## config.mk

```make
export PLATFORM = sky130hd
export DESIGN_NAME = alioth_soc_rst_seq
export DESIGN_NICKNAME = d
export VERILOG_FILES = /design/src/rtl/alioth_soc_rst_seq.sv
export SDC_FILE = /design/constraint.sdc
export NUM_CORES = 1
export LEC_CHECK = 0
export ABC_AREA = 1
export BUFFER_PORTS_ARGS = -buffer_cell sky130_fd_sc_hd__buf_4
export CORE_ASPECT_RATIO = 2
export CORE_UTILIZATION = 59
export CTS_CLUSTER_DIAMETER = 30
export DETAILED_ROUTE_END_ITERATION = 7
export PLACE_DENSITY = 0.78
export SLEW_MARGIN = 10
export SYNTH_ARGS = -nofsm -noshare
export SYNTH_HDL_FRONTEND = slang
export SYNTH_SLANG_ARGS = --single-unit
```

## constraint.sdc

```tcl
create_clock -name clk -period 2.19 [get_ports clk]
set_clock_uncertainty 0.15 [all_clocks]
set_input_delay 0 -clock clk [delete_from_list [all_inputs] [get_ports clk]]
set_output_delay 0 -clock clk [all_outputs]
set_load 0.05 [all_outputs]
```

## src/rtl/alioth_soc_rst_seq.sv

```systemverilog
// SoC reset/boot sequencer: sync, fabric hold, staggered hart release, soft resets.
// Optional watchdog enabled by defining ALIOTH_SOC_WDT_EN.
module alioth_soc_rst_seq #(
    parameter int unsigned NUM_HARTS       = 2,
    parameter int unsigned SYNC_STAGES     = 2,
    parameter int unsigned RST_HOLD_CYCLES = 16,
    parameter int unsigned STAGGER_CYCLES  = 4,
    parameter int unsigned WDT_WIDTH       = 16
) (
    input  logic                 clk,
    input  logic                 rst_n,
    input  logic                 sw_rst_req_i,
    input  logic [NUM_HARTS-1:0] hart_rst_req_i,
    output logic                 soc_rst_n_o,
    output logic [NUM_HARTS-1:0] hart_rst_n_o,
    output logic                 boot_done_o,
    output logic                 busy_o,
    input  logic                 wdt_kick_i,
    output logic                 wdt_timeout_o
);

    localparam int unsigned CMAX = (RST_HOLD_CYCLES > STAGGER_CYCLES) ?
                                   RST_HOLD_CYCLES : STAGGER_CYCLES;
    localparam int unsigned CW   = $clog2(CMAX + 1);
    localparam int unsigned IW   = $clog2(NUM_HARTS + 1);
    localparam int unsigned SW   = SYNC_STAGES - 1;

    localparam logic [CW-1:0] HOLD_LAST = CW'(RST_HOLD_CYCLES - 1);
    localparam logic [CW-1:0] HOLD_LOAD = CW'(RST_HOLD_CYCLES);
    localparam logic [CW-1:0] STAG_LAST = CW'(STAGGER_CYCLES - 1);
    localparam logic [CW-1:0] CNT_MAX   = CW'(CMAX);
    localparam logic [IW-1:0] IDX_LAST  = IW'(NUM_HARTS - 1);
    localparam logic [SW-1:0] SYNC_ONE  = SW'(1);

    typedef enum logic [1:0] {
        S_SYNC,
        S_HOLD,
        S_STAG,
        S_RUN
    } state_e;

    state_e                 state_q, state_d;
    logic [SW-1:0]          sync_q;
    logic [CW-1:0]          cnt_q, cnt_d;
    logic [IW-1:0]          idx_q, idx_d;
    logic [CW-1:0]          hcnt_q [NUM_HARTS];
    logic [CW-1:0]          hcnt_d [NUM_HARTS];
    logic                   soc_q, soc_d;
    logic [NUM_HARTS-1:0]   hart_q, hart_d;
    logic                   done_q, done_d;
    logic                   busy_q, busy_d;
    logic                   wdt_fire;
    logic                   full_rst;

    // The FSM state register acts as the final synchroniser stage.
    always_ff @(posedge clk or negedge rst_n) begin
        if (!rst_n) begin
            sync_q <= '0;
        end else begin
            sync_q <= (sync_q << 1) | SYNC_ONE;
        end
    end

`ifdef ALIOTH_SOC_WDT_EN
    logic [WDT_WIDTH-1:0] wdt_q, wdt_d;
    logic                 wto_q;

    assign wdt_fire = (state_q == S_RUN) && !wdt_kick_i &&
                      (wdt_q <= WDT_WIDTH'(1));

    // Held at all-ones outside RUN so entry to RUN starts a full period.
    always_comb begin
        wdt_d = '1;
        if (state_q == S_RUN && !wdt_kick_i && wdt_q != '0) begin
            wdt_d = wdt_q - WDT_WIDTH'(1);
        end
    end

    always_ff @(posedge clk or negedge rst_n) begin
        if (!rst_n) begin
            wdt_q <= '1;
            wto_q <= 1'b0;
        end else begin
            wdt_q <= wdt_d;
            wto_q <= wto_q | wdt_fire;
        end
    end

    assign wdt_timeout_o = wto_q;
`else
    logic [WDT_WIDTH-1:0] unused_wdt;

    assign unused_wdt    = {WDT_WIDTH{wdt_kick_i}};
    assign wdt_fire      = 1'b0;
    assign wdt_timeout_o = 1'b0;
`endif

    assign full_rst = (sw_rst_req_i | wdt_fire) && (state_q != S_SYNC);

    always_comb begin
        state_d = state_q;
        cnt_d   = cnt_q;
        idx_d   = idx_q;
        soc_d   = soc_q;
        hart_d  = hart_q;
        done_d  = done_q;
        busy_d  = busy_q;
        for (int i = 0; i < NUM_HARTS; i++) begin
            hcnt_d[i] = hcnt_q[i];
        end

        unique case (state_q)
            S_SYNC: begin
                if (sync_q[SW-1]) begin
                    state_d = S_HOLD;
                    cnt_d   = '0;
                end
            end
            S_HOLD: begin
                if (cnt_q == HOLD_LAST) begin
                    soc_d   = 1'b1;
                    idx_d   = '0;
                    cnt_d   = '0;
                    state_d = S_STAG;
                end else if (cnt_q != CNT_MAX) begin
                    cnt_d = cnt_q + CW'(1);
                end
            end
            S_STAG: begin
                if (cnt_q == STAG_LAST) begin
                    for (int i = 0; i < NUM_HARTS; i++) begin
                        if (idx_q == IW'(i)) begin
                            hart_d[i] = 1'b1;
                        end
                    end
                    cnt_d = '0;
                    if (idx_q == IDX_LAST) begin
                        state_d = S_RUN;
                        done_d  = 1'b1;
                        busy_d  = 1'b0;
                    end else begin
                        idx_d = idx_q + IW'(1);
                    end
                end else if (cnt_q != CNT_MAX) begin
                    cnt_d = cnt_q + CW'(1);
                end
            end
            S_RUN: begin
                done_d = 1'b1;
                busy_d = 1'b0;
                for (int i = 0; i < NUM_HARTS; i++) begin
                    if (hart_rst_req_i[i]) begin
                        hcnt_d[i] = HOLD_LOAD;
                    end else if (hcnt_q[i] != '0) begin
                        hcnt_d[i] = hcnt_q[i] - CW'(1);
                    end
                    hart_d[i] = (hcnt_d[i] == '0);
                    if (hcnt_d[i] != '0) begin
                        done_d = 1'b0;
                        busy_d = 1'b1;
                    end
                end
            end
            default: begin
                state_d = S_SYNC;
            end
        endcase

        // Full reset overrides everything, including per-hart activity.
        if (full_rst) begin
            state_d = S_HOLD;
            cnt_d   = '0;
            idx_d   = '0;
            soc_d   = 1'b0;
            hart_d  = '0;
            done_d  = 1'b0;
            busy_d  = 1'b1;
            for (int i = 0; i < NUM_HARTS; i++) begin
                hcnt_d[i] = '0;
            end
        end
    end

    always_ff @(posedge clk or negedge rst_n) begin
        if (!rst_n) begin
            state_q <= S_SYNC;
            cnt_q   <= '0;
            idx_q   <= '0;
            soc_q   <= 1'b0;
            hart_q  <= '0;
            done_q  <= 1'b0;
            busy_q  <= 1'b1;
            for (int i = 0; i < NUM_HARTS; i++) begin
                hcnt_q[i] <= '0;
            end
        end else begin
            state_q <= state_d;
            cnt_q   <= cnt_d;
            idx_q   <= idx_d;
            soc_q   <= soc_d;
            hart_q  <= hart_d;
            done_q  <= done_d;
            busy_q  <= busy_d;
            for (int i = 0; i < NUM_HARTS; i++) begin
                hcnt_q[i] <= hcnt_d[i];
            end
        end
    end

    assign soc_rst_n_o  = soc_q;
    assign hart_rst_n_o = hart_q;
    assign boot_done_o  = done_q;
    assign busy_o       = busy_q;

endmodule

```

==> summary.txt <==
Run status
  • Outcome: finished, final reports clean

Clocking
  • CTS H-tree depth: 1
  • Total CTS buffers: 3
  • Clk_lat worst skew: 0.27 ns
  • Clk sinks: 25
  • Clock Tree Buf Depth: 2
  • Worst-path clk slew: roughly 0.090 ns
  • Post-CTS Setup Repair Bufs: 0
  • Post-CTS sizing: 0
  • TritonCTS clock tree: done
  • Clk Tree Root Cell: clkbuf_8

Global routing
  • Number of global-route vias before repair: 1399
  • Met3 Use GR: under 10%
  • Met1 Usage GRT: 23.8%
  • Met2 Track Usage GR: between 50% and 60%
  • Top Usage Layer GRT: met2
  • Largest net degree at the start of global routing: 26
  • Gr usage total: between 20% and 30%
  • First-pass GRT wire length: between 5000 and 6000 microns
  • GRT overflow: 0
  • Initial antenna violation count: 0

Floorplanning
  • Die height: 75.3 microns
  • Die W: slightly below 40 microns
  • Die area: 2910 sq um
  • Ports: 12
  • Initial Utilization: 62.4%
  • Core area: roughly 2500 sq um
  • Row count: 26

Placement
  • Placer Congestion: 0.777
  • Placed instance count: 236
  • DP HPWL: 2610 microns
  • PortBufs: 9
  • Setup WS pre-CTS: around 0.14 ns
  • Placed Area: around 1700 sq um

Layout
  • Final Cell Area: 1750 sq um
  • Area delta synth->final: 10.3%
  • Fin cells: 243
  • Core Util, Final: ~69%
  • Ant diodes: 0
  • Layout cells sized above 1: 13.5%
  • Commonest non-fill, non-tap cell in the layout: nand2_1
  • Fillers: 235
  • Commonest non-fill, non-tap cells in the layout: nand2_1 (42), inv_1 (32), dfrtp_1 (24)
  • Post-layout net count: approximately 230

Synthesis
  • Post-Syn Instances: 201
  • Avg Inst Size Synth: ~7.9 sq um
  • Synth Register Bits: 25
  • Syn_nets: about 220
  • Synth Warn #: 0
  • Seq/Total Area, Yosys: 39.6%
  • Unique masters post-synth: 29
  • Syn Std Cell Area: 1580 sq um

Timing
  • Worst hold slack: 0.00190 ns
  • Final setup margin: 0.190 ns
  • Fin. max-slew vios: 0
  • Period utilisation layout: 91.3%
  • Final setup TNS: 0 ns
  • Fmax achieved: 500 MHz
  • Minimum clock period: 2.00 ns
  • Fin. Hold Viols: 0
  • Final setup viols: 0
  • RSZ-0062 raised after global routing: false

Critical path
  • Crit end category: register
  • Startpoint types: register
  • CP arrival: just over 2 ns
  • Critical path class: register to register
  • Req. time, crit path: about 2.2 ns
  • Max Fanout on Critical Path: 11

Routing
  • DRT antenna net count: 0
  • Post-Route WL: 3300 microns
  • Via count: 1366
  • 1st-pass router iterations: 4
  • DR WL/cell: 13.6 microns
  • Detailed-route DRC error count: 0
  • Post-DR vias/cell: 5.62
  • Initial DRC Count: 29

Power
  • Pint: 1.30 mW
  • Psw: 1.35 mW
  • Pleak: a little over 0.9 nW
  • Clk pwr share: 10.7%
  • Sequential share of power: between 20% and 30%
  • P per Cell Area: approximately 1500 nW/um^2
  • Tot Pwr: 2.64 mW
  • Sw Share: about half
  • Gate power share: 62.1%
  • Peak VDD IR: 0.815 mV

Job
  • Max-Cap Viols: 0

Min path
  • Hold Path Class: primary input to asynchronous set/reset pin
-- layout make-up --
cell class	instances	area (sq um)	area share (%)
Multi-Input combinational cell	139	803	46.0
Sequential cell	25	627	35.9
Inverter	35	134	7.67
Timing Repair Buffer	12	97.6	5.59
Clock buffer	3	41.3	2.37
Tap cell	28	35.0	2.01
Clock inverter	1	7.51	0.430
-- sequential cells by signal, indices dropped and copies added (netlist names) --
name          flops
hcnt_q           10
hart_rst_n_o      2
boot_done_o       1
cnt_q             5
soc_rst_n_o       1
sync_q            1
busy_o            1
state_q           2
idx_q             2
-- power groups by stage --
stage	registers, mW	logic (mW)	clock network, mW
5_1_grt	0.740	1.84	0.303
3_3_place_gp	0.718	1.54	0
4_1_cts	0.719	1.64	0.284
2_1_floorplan	0.829	1.17	0
6_report	0.719	1.64	0.283
3_5_place_dp	0.729	1.63	0
-- final timing paths --
path                                             start                          end  slack, ns  cells after the start
worst max-delay path            state_q[0]$_DFFE_PN0P_      boot_done_o$_DFFE_PN0P_       0.19                     10
max in group asynchronous                        rst_n           busy_o$_DFFE_PN1P_       1.59                      2
worst max register to register  state_q[0]$_DFFE_PN0P_      boot_done_o$_DFFE_PN0P_       0.19                     10
worst min register to register      busy_o$_DFFE_PN1P_           busy_o$_DFFE_PN1P_       0.33                      2
worst min-delay path                             rst_n        hcnt_q[0]$_DFFE_PN0N_      0.002                      2
min in group clk                          sw_rst_req_i  hart_rst_n_o[1]$_DFFE_PN0P_       0.11                      6
-- synthesized netlist by cell type, drive strengths merged --
cell type,instances,area share (%)
buf,2,1.2
or2,1,0.40
nand2,44,11
nor2,17,4.8
nand3b,1,0.47
a21oi,7,2.2
dfrtp,24,38
ha,12,9.5
conb,2,0.47
xor2,3,1.7
o21ai,12,4.5
nand3,20,7.0
nor3,4,1.6
nand4,7,2.8
dfstp,1,1.7
o22ai,8,3.2
inv,35,8.5
o21bai,1,1.2
-- critical path: stages, from the launching register on --
cell and delay [ns]:
dfrtp_1 0.40, inv_1 0.10, ha_1 0.26, nor2_4 0.23, inv_4 0.10, nand2_4 0.14
nor2_1 0.08, nor3_2 0.24, inv_2 0.08, nand2_1 0.07, nand2_1 0.06
-- timing repair --
| action | 4_1_cts | 5_1_grt |
|---|---|---|
| hold endpoints to repair | 33 | 0 |
| hold buffers | 3 | 0 |
| setup endpoints to repair | 0 | 2 |
-- cell families (layout without fill, tap and decap cells) --
kind of cell	count (synthesis)	in the layout	share of synthesized area, %
DFF	25	25	39.6
AOI/OAI and AO/OA	28	28	11.1
other	2	2	0.474
and+or+nand+nor	94	94	28.1
buffers and inverters	37	51	9.65
adders and majority gates	12	12	9.49
xor gates and xnor gates	3	3	1.66
-- metal layers --
metal	part of all wire, %	wire, microns	up-vias
met5	0	0	-
met4	1.7	57	0
met3	1.4	45	5
met2	60	1980	18
met1	37	1220	667
li1	-	-	676
(Power assumes the default switching activity.)
